--- src/rtl/lsu_align_ctrl.sv ---
// lsu_align_ctrl: load/store alignment unit between the core and a
// handshaked word-wide data-memory port. One request at a time; misaligned
// accesses become two word transactions (SPLIT_EN=1) or an error (SPLIT_EN=0).
// Load data is reassembled from the lanes and then sign- or zero-extended.
//
// Ports:
//   clk, reset            clock, asynchronous active-high reset
//   ls_valid/ls_ready     core request handshake (ready only when idle)
//   ls_we, ls_type        store flag, one-hot size/sign code
//   ls_addr, ls_wdata     byte address, right-aligned store data
//   ls_done/ls_rdata/ls_err  one-cycle completion with result and error flag
//   mem_req/mem_gnt       bus request handshake
//   mem_we/mem_addr/mem_be/mem_wdata  word-aligned access, byte enables, lane data
//   mem_rvalid/mem_rdata  read data / write acknowledge
module lsu_align_ctrl #(
    parameter int unsigned ADDR_W   = 32,
    parameter bit          SPLIT_EN = 1'b1
) (
    input  logic              clk,
    input  logic              reset,
    input  logic              ls_valid,
    output logic              ls_ready,
    input  logic              ls_we,
    input  logic [4:0]        ls_type,
    input  logic [ADDR_W-1:0] ls_addr,
    input  logic [31:0]       ls_wdata,
    output logic              ls_done,
    output logic [31:0]       ls_rdata,
    output logic              ls_err,
    output logic              mem_req,
    input  logic              mem_gnt,
    output logic              mem_we,
    output logic [ADDR_W-1:0] mem_addr,
    output logic [3:0]        mem_be,
    output logic [31:0]       mem_wdata,
    input  logic              mem_rvalid,
    input  logic [31:0]       mem_rdata
);

    localparam logic [4:0] T_B  = 5'b10000;
    localparam logic [4:0] T_H  = 5'b01000;
    localparam logic [4:0] T_W  = 5'b00100;
    localparam logic [4:0] T_BU = 5'b00010;
    localparam logic [4:0] T_HU = 5'b00001;

    typedef enum logic [2:0] {IDLE, REQ0, WAIT0, REQ1, WAIT1, RESP} state_t;
    state_t state, state_nx;

    logic              we_q;
    logic [4:0]        type_q;
    logic [ADDR_W-1:0] addr_q;
    logic [31:0]       wdata_q;
    logic [31:0]       lo_q;

    // Request fields come straight from the core while idle so the first
    // bus word can be registered in the accept cycle; afterwards the latched
    // copy drives the same lane logic.
    logic              src_we;
    logic [4:0]        src_type;
    logic [ADDR_W-1:0] src_addr;
    logic [31:0]       src_wdata;

    always_comb begin
        if (state == IDLE) begin
            src_we    = ls_we;
            src_type  = ls_type;
            src_addr  = ls_addr;
            src_wdata = ls_wdata;
        end else begin
            src_we    = we_q;
            src_type  = type_q;
            src_addr  = addr_q;
            src_wdata = wdata_q;
        end
    end

    logic [1:0]        off;
    logic [3:0]        nbytes;
    logic [3:0]        mask4;
    logic [31:0]       wmask;
    logic              type_ok;
    logic              split;
    logic              bad;
    logic [7:0]        be8;
    logic [63:0]       wd64;
    logic [ADDR_W-1:0] w0_addr;
    logic [ADDR_W-1:0] w1_addr;

    always_comb begin
        off     = src_addr[1:0];
        type_ok = 1'b1;
        nbytes  = 4'd4;
        mask4   = 4'b1111;
        wmask   = '1;
        case (src_type)
            T_B, T_BU: begin
                nbytes = 4'd1;
                mask4  = 4'b0001;
                wmask  = 32'h0000_00ff;
            end
            T_H, T_HU: begin
                nbytes = 4'd2;
                mask4  = 4'b0011;
                wmask  = 32'h0000_ffff;
            end
            T_W:     ;
            default: type_ok = 1'b0;
        endcase
        split   = ({2'b00, off} + nbytes) > 4'd4;
        bad     = !type_ok || (src_we && (src_type == T_BU || src_type == T_HU))
                  || (split && !SPLIT_EN);
        be8     = {4'b0000, mask4} << off;
        // Store data is masked to its size so disabled lanes stay zero.
        wd64    = {32'h0, src_wdata & wmask} << {off, 3'b000};
        w0_addr = {src_addr[ADDR_W-1:2], 2'b00};
        w1_addr = w0_addr + ADDR_W'(4);
    end

    // Load result; the arriving beat is used directly so the answer is
    // ready to register on the transition into RESP.
    logic [31:0] rd_lo;
    logic [31:0] rd_hi;
    logic [31:0] r;
    logic [31:0] ext;
    logic [31:0] rdata_c;

    always_comb begin
        rd_lo = (state == WAIT0) ? mem_rdata : lo_q;
        rd_hi = (state == WAIT1) ? mem_rdata : '0;
        r     = 32'({rd_hi, rd_lo} >> {off, 3'b000});
        case (src_type)
            T_B:     ext = {{24{r[7]}}, r[7:0]};
            T_H:     ext = {{16{r[15]}}, r[15:0]};
            T_W:     ext = r;
            T_BU:    ext = {24'h0, r[7:0]};
            T_HU:    ext = {16'h0, r[15:0]};
            default: ext = '0;
        endcase
        rdata_c = (state == IDLE || src_we) ? '0 : ext;
    end

    always_comb begin
        state_nx = state;
        case (state)
            IDLE:  if (ls_valid) state_nx = bad ? RESP : REQ0;
            REQ0:  if (mem_gnt) state_nx = WAIT0;
            WAIT0: if (mem_rvalid) state_nx = split ? REQ1 : RESP;
            REQ1:  if (mem_gnt) state_nx = WAIT1;
            WAIT1: if (mem_rvalid) state_nx = RESP;
            RESP:  state_nx = IDLE;
            default: state_nx = IDLE;
        endcase
    end

    always_ff @(posedge clk or posedge reset) begin
        if (reset) state <= IDLE;
        else       state <= state_nx;
    end

    always_ff @(posedge clk or posedge reset) begin
        if (reset) begin
            ls_ready  <= 1'b1;
            ls_done   <= 1'b0;
            ls_rdata  <= '0;
            ls_err    <= 1'b0;
            mem_req   <= 1'b0;
            mem_we    <= 1'b0;
            mem_addr  <= '0;
            mem_be    <= '0;
            mem_wdata <= '0;
            we_q      <= 1'b0;
            type_q    <= '0;
            addr_q    <= '0;
            wdata_q   <= '0;
            lo_q      <= '0;
        end else begin
            ls_ready <= (state_nx == IDLE);
            ls_done  <= (state_nx == RESP);
            mem_req  <= (state_nx == REQ0) || (state_nx == REQ1);
            if (state == IDLE && ls_valid) begin
                we_q    <= ls_we;
                type_q  <= ls_type;
                addr_q  <= ls_addr;
                wdata_q <= ls_wdata;
            end
            if (state == IDLE && state_nx == REQ0) begin
                mem_we    <= src_we;
                mem_addr  <= w0_addr;
                mem_be    <= be8[3:0];
                mem_wdata <= wd64[31:0];
            end
            if (state == WAIT0 && state_nx == REQ1) begin
                mem_addr  <= w1_addr;
                mem_be    <= be8[7:4];
                mem_wdata <= wd64[63:32];
            end
            if (state == WAIT0 && mem_rvalid) lo_q <= mem_rdata;
            if (state_nx == RESP) begin
                ls_err   <= (state == IDLE);
                ls_rdata <= rdata_c;
            end
        end
    end

endmodule
--- config.mk ---
export PLATFORM = sky130hd
export DESIGN_NAME = lsu_align_ctrl
export DESIGN_NICKNAME = d
export VERILOG_FILES = /design/src/rtl/lsu_align_ctrl.sv
export SDC_FILE = /design/constraint.sdc
export NUM_CORES = 1
export LEC_CHECK = 0
export ABC_CLOCK_PERIOD_IN_PS = 18700
export BUFFER_PORTS_ARGS = -buffer_cell sky130_fd_sc_hd__buf_4
export CORE_UTILIZATION = 55
export DETAILED_ROUTE_END_ITERATION = 6
export HOLD_SLACK_MARGIN = 0.12
export PLACE_DENSITY = 0.79
export SYNTH_ARGS = -nofsm -noshare
export SYNTH_HDL_FRONTEND = slang
export SYNTH_SLANG_ARGS = --single-unit
export TNS_END_PERCENT = 30
--- constraint.sdc ---
create_clock -name clk -period 18.7 [get_ports clk]
set_input_delay 0.935 -clock clk [delete_from_list [all_inputs] [get_ports clk]]
set_output_delay 0.935 -clock clk [all_outputs]
set_load 0.02 [all_outputs]
==> results of run 1 <==
-- logic make-up after synthesis --
logic type,count (synthesis),synth area share [%]
buffers and inverters,108,4.01
other,1,0.0313
XOR/XNOR,27,1.98
multiplexers,196,17.6
adder cells (fa/ha/maj),4,0.481
AO/OA/AOI/OAI,304,15.6
AND/OR/NAND/NOR,438,16.8
flip-flops,208,43.5
-- routing by layer --
metal	part of all wire, %	up-vias	wire (um)	GRT usage, %
li1	-	4914	-	-
met1	42	5168	14300	43.3
met2	46	530	15700	47.3
met3	8.6	83	2950	5.27
met4	3.5	0	1200	11.9
met5	0	-	0	0
-- registers in the layout (all words and copies together) (netlist names), 3 cells and up --
signal     cells
addr_q        32
lo_q          32
ls_rdata      32
mem_addr      30
mem_be         4
mem_wdata     32
state          3
type_q         5
wdata_q       32
-- cells in the mapped netlist (all sizes together) (10+ instances only) --
cell type	n
nand2	225
o22ai	38
clkbuf	54
a22o	11
inv	10
nand3	30
o211ai	11
dfrtp	207
o21ai	72
xor2	17
mux2i	117
a31oi	22
a21oi	86
buf	44
a211oi	20
mux2	76
nor3	29
nor2	88
xnor2	10
-- power breakdown --
part | switching, W | internal (W)
registers | 0.000152 | 0.000650
logic | 0.000861 | 0.000576
clock network | 0.000184 | 0.000285
-- through the flow --
stage / hold slack (ns) / instances
after global placement: 0.449 / 1688
after detailed placement: 0.454 / 1688
after floorplan: 0.438 / 1287
after global routing: 0.485 / 1732
final: 0.463 / 1732
after CTS: 0.468 / 1731
-- critical path, cell delays in order, from the launching register on --
cell	delay [ns]
dfrtp_1	0.64
nor3_4	0.30
buf_4	0.46
buf_4	0.73
mux2i_4	0.33
buf_4	0.44
inv_1	0.15
buf_4	0.31
ha_1	0.36
a21oi_1	0.13
o21a_1	0.17
nor2_1	0.09
mux2_2	0.55
nor2_2	1.03
a21oi_1	0.11
a22o_1	0.26
-- path summary, 6_finish.rpt --
path	endpoint	slack, ns	cells past startpoint
setup / recovery	mem_addr[26]	12.45	15
hold / removal	lo_q[3]	0.46	2
setup reg to reg	mem_addr[26]	12.45	15
hold reg to reg	lo_q[3]	0.46	2
max in group asynchronous	mem_addr[10]	16.59	3
min in group asynchronous	ls_done	0.62	2
-- area by class of cell --
type                       instances  share of cell area, %
antenna                            1                 0.0174
clock buffer                      36                   5.12
clock inverter                     7                  0.443
inverter                          10                  0.313
multi-input combinational        971                   43.9
sequential                       208                   36.1
tap                              275                   2.39
timing repair buffer             224                   11.7
==> results.sh, run 1 <==
export IMPL_initial_core_util_pct=56.6
export IMPL_multi_input_area_um2=6330
export IMPL_synth_seq_cells=208
export IMPL_setup_viol=0
export IMPL_rows=53
export IMPL_grt_max_degree=137
export IMPL_clk_latency_ns=0.51
export IMPL_dp_hpwl_um=23500
export IMPL_synth_ff_type="dfrtp_1"
export IMPL_cts_tree="yes"
export IMPL_antenna_left=0
export IMPL_die_w_um=150
export IMPL_vias=10700
export IMPL_power_density_nw_per_um2=188
export IMPL_worst_slack_ns=12.45
export IMPL_routed_wirelength_um=34200
export IMPL_die_h_um=150
export IMPL_wire_per_inst_um=19.7
export IMPL_cp_required_ns=19.10
export IMPL_end_kind="register"
export IMPL_design_area_um2=14400
export IMPL_htreeDepth=1
export IMPL_synth_seq_area_share_pct=43.5
export IMPL_drive_gt1_share_pct=25.6
export IMPL_hold_path_class="reg2reg"
export IMPL_place_area_um2=13600
export IMPL_cts_resized=0
export IMPL_final_common_cell="nand2_1"
export IMPL_fin_crit_ns=6.25
export IMPL_design_die_area_um2=22400
export IMPL_period_share_pct=33.4
export IMPL_setup_tns_ns=0
export IMPL_io_pins=212
export IMPL_synth_top_cell_area_share_pct=43.3
export IMPL_synth_edff_count=0
export IMPL_grt_pass1_wl_um=54200
export IMPL_numCtsBuffers=24
export IMPL_fillers=1665
export IMPL_totalPowerFinal_w=0.00271
export IMPL_cts_hold_fix_buffers=0
export IMPL_postCtsSetupBuffers=0
export IMPL_clkSinkCount=208
export IMPL_avgSynthCellArea_um2=9.31
export IMPL_drv_cap=0
export IMPL_coreArea_um2=21200
export IMPL_area_growth_pct=20.3
export IMPL_path_class="reg2reg"
export IMPL_final_cell_mix="225 x nand2_1, 224 x buf_4, 207 x dfrtp_1, 114 x mux2i_1, 87 x nor2_1"
export IMPL_grt_antenna_before_repair=1
export IMPL_grt_pass1_vias=10300
export IMPL_root_buffer="clkbuf_16"
export IMPL_ir_drop_mv=0.115
export IMPL_ys_top_cells_by_area="dfrtp_1 43%, mux2i_1 9.7%, nand2_1 7.1%, mux2_2 7.1%, a21oi_1 3.6%"
export IMPL_drv_slew=0
export IMPL_hold_viol_final=0
export IMPL_vias_per_cell=6.17
export IMPL_startpoint_type="register"
export IMPL_min_from="lo_q[3]"
export IMPL_arrival_ns=6.64
export IMPL_synth_warnings=0
export IMPL_rsz0062_at_grt="false"
export IMPL_nets=1550
export IMPL_synth_area_leader_cell="dfrtp_1"
export IMPL_synth_cell_types=75
export IMPL_r2r_start="state[2]"
export IMPL_dr_first_iter_drc_count=1246
export IMPL_syn_area_um2=12000
export IMPL_netlist_instances=1286
export IMPL_port_buffers=209
export IMPL_fin_util_pct=68.1
export IMPL_gp_congestion=0.908
export IMPL_grt_total_usage_pct=30.8
export IMPL_clkTransAtPathRegs_ns=0.06
export IMPL_clockBufferDepth=3
export IMPL_status="finished clean"
export IMPL_cp_max_fo=50
export IMPL_drcViolationCount=0
export IMPL_slew_headroom_pct=19.0
export IMPL_grt_ovfl_total=0
export IMPL_async_reset_ff_share_pct=100
export IMPL_leakage_nw=6.57
export IMPL_first_pass_iters=5
export IMPL_preCtsSetupSlack_ns=12.60
export IMPL_crit_start="state[2]"
export IMPL_skew_ns=0.0103
export IMPL_fmax_mhz=160
export IMPL_seqCellArea_um2=5210
export IMPL_tightestPinTransition_ns=1.21
Power figures use the tool's default switching activity.
==> run 2, diff against run 1 <==
ABC_CLOCK_PERIOD_IN_PS = 5690   (was 18700)
CORE_UTILIZATION = 51   (was 55)
PLACE_DENSITY = 0.77   (was 0.79)
clock period = 5.69 ns   (was 18.7 ns; I/O delays follow)
==> results.sh, run 2 (synthesized netlist as in run 1, its figures left out) <==
export IMPL_status="finished clean"
export IMPL_clockBufferDepth=3
export IMPL_wire_per_inst_um=19.4
export IMPL_postCtsSetupBuffers=0
export IMPL_final_common_cell="buf_4"
export IMPL_r2r_start="state[2]"
export IMPL_reg2regPathDepth=13
export IMPL_dr_first_iter_drc_count=1282
export IMPL_share_comb_of_total_power_pct=53.8
export IMPL_dp_hpwl_um=24000
export IMPL_rsz0062_at_grt="false"
export IMPL_drv_cap=0
export IMPL_startpoint_type="register"
export IMPL_fin_crit_ns=4.63
export IMPL_slew_headroom_pct=36.1
export IMPL_coreArea_um2=22800
export IMPL_port_buffers=209
export IMPL_cts_tree="yes"
export IMPL_power_density_nw_per_um2=579
export IMPL_ir_drop_mv=0.311
export IMPL_arrival_ns=5.01
export IMPL_area_growth_pct=29.0
export IMPL_htreeDepth=1
export IMPL_netSwitchingPower_w=0.00399
export IMPL_p_clk_share_pct=16.4
export IMPL_cp_required_ns=6.07
export IMPL_setup_viol=0
export IMPL_grt_pass1_vias=10800
export IMPL_design_die_area_um2=24100
export IMPL_seqCellArea_um2=5210
export IMPL_fmax_mhz=216
export IMPL_grt_antenna_before_repair=3
export IMPL_io_pins=212
export IMPL_vias=11200
export IMPL_cts_resized=0
export IMPL_hold_ws_ns=0.128
export IMPL_hold_viol_final=0
export IMPL_first_pass_iters=5
export IMPL_drcViolationCount=0
export IMPL_clkSinkCount=208
export IMPL_leakage_nw=6.97
export IMPL_vias_per_cell=5.97
export IMPL_nets=1655
export IMPL_gp_congestion=0.891
export IMPL_antenna_left=0
export IMPL_timing_rr_end="ls_rdata[22]"
export IMPL_setup_tns_ns=0
export IMPL_min_from="ls_type[1]"
export IMPL_grt_total_usage_pct=29.8
export IMPL_initial_core_util_pct=52.4
export IMPL_skew_ns=0.00955
export IMPL_drv_slew=0
export IMPL_whs_path_depth=2
export IMPL_clkTransAtPathRegs_ns=0.06
export IMPL_grt_pass1_wl_um=57000
export IMPL_die_w_um=155
export IMPL_hold_path_end="type_q[1]"
export IMPL_grt_max_degree=110
export IMPL_tightestPinTransition_ns=0.958
export IMPL_hold_path_class="in2reg"
export IMPL_fillers=1774
export IMPL_end_kind="register"
export IMPL_clk_latency_ns=0.51
export IMPL_period_share_pct=81.5
export IMPL_grt_ovfl_total=0
export IMPL_path_class="reg2reg"
export IMPL_multi_input_area_um2=6330
export IMPL_final_cell_mix="229 x buf_4, 225 x nand2_1, 207 x dfrtp_1, 114 x mux2i_1, 100 x dlygate4sd3_1"
export IMPL_p_seq_share_pct=29.8
export IMPL_numCtsBuffers=23
export IMPL_routed_wirelength_um=36300
export IMPL_rows=55
export IMPL_internal_power_w=0.00494
export IMPL_drive_gt1_share_pct=24.0
export IMPL_p_sw_share_pct=44.7
export IMPL_cp_max_fo=37
export IMPL_die_h_um=155
export IMPL_r2r_slack_ns=1.06
export IMPL_root_buffer="clkbuf_16"
==> run 2: worst max path at each step <==
stage / start / to / slack, ns / cells after the start
2_1_floorplan: state[2] / mem_addr[30] / 1.61 / 18
3_3_place_gp: state[2] / ls_rdata[27] / 1.33 / 13
3_5_place_dp: state[2] / ls_rdata[25] / 1.19 / 13
4_1_cts: state[2] / ls_rdata[22] / 1.14 / 13
5_1_grt: state[2] / ls_rdata[6] / 0.88 / 12
6_report: state[2] / ls_rdata[22] / 1.06 / 13
==> run 2: cell type report <==
type	instances	area share, %
tap	313	2.54
sequential	208	33.7
multi-input combinational	971	41.0
clock inverter	6	0.397
clock buffer	35	4.34
timing repair buffer	330	17.7
inverter	10	0.267
antenna	2	0.0324
==> run 2: power groups by stage <==
stage               clock network, W  logic, W  registers (W)
floorplan                          0   0.00306        0.00280
global placement                   0   0.00453        0.00263
detailed placement                 0   0.00463        0.00266
CTS                          0.00148   0.00472        0.00264
global route                 0.00154   0.00518        0.00272
finish                       0.00147   0.00481        0.00266
==> run 2: per-layer routing <==
layer / GRT usage (%) / wire, um / part of all wire (%) / vias up
met5: 0 / 14 / 0.039 / -
li1: - / - / - / 5123
met1: 41.5 / 15400 / 42 / 5408
met4: 11.0 / 1350 / 3.7 / 2
met3: 4.71 / 2730 / 7.5 / 105
met2: 47.1 / 16800 / 46 / 552
==> run 2: stage by stage <==
step,setup slack [ns],instance area [um^2],total power [W],util (%),cells
2_1_floorplan,1.61,12000,0.00586,-,1287
3_3_place_gp,1.33,13700,0.00717,60.0,1732
3_5_place_dp,1.19,13700,0.00729,60.0,1732
4_1_cts,1.14,15400,0.00884,67.6,1873
5_1_grt,0.878,15400,0.00944,67.6,1875
6_report,1.06,15400,0.00893,67.6,1875
==> run 2: worst max-delay path, cell delays in order (launching register included) <==
cell     delay, ns
dfrtp_1       0.67
or3_4         0.63
nand3_1       0.11
and2_1        0.43
inv_1         0.18
ha_1          0.25
fa_1          0.44
o21ai_0       0.30
nand2_1       0.10
mux2_2        0.31
a21bo_2       0.46
nor3b_2       0.23
buf_4         0.24
a21oi_1       0.11
==> run 2: what timing repair did <==
action	4_1_cts	5_1_grt
setup endpoints to repair	0	0
hold endpoints to repair	135	0
hold buffers	100	0
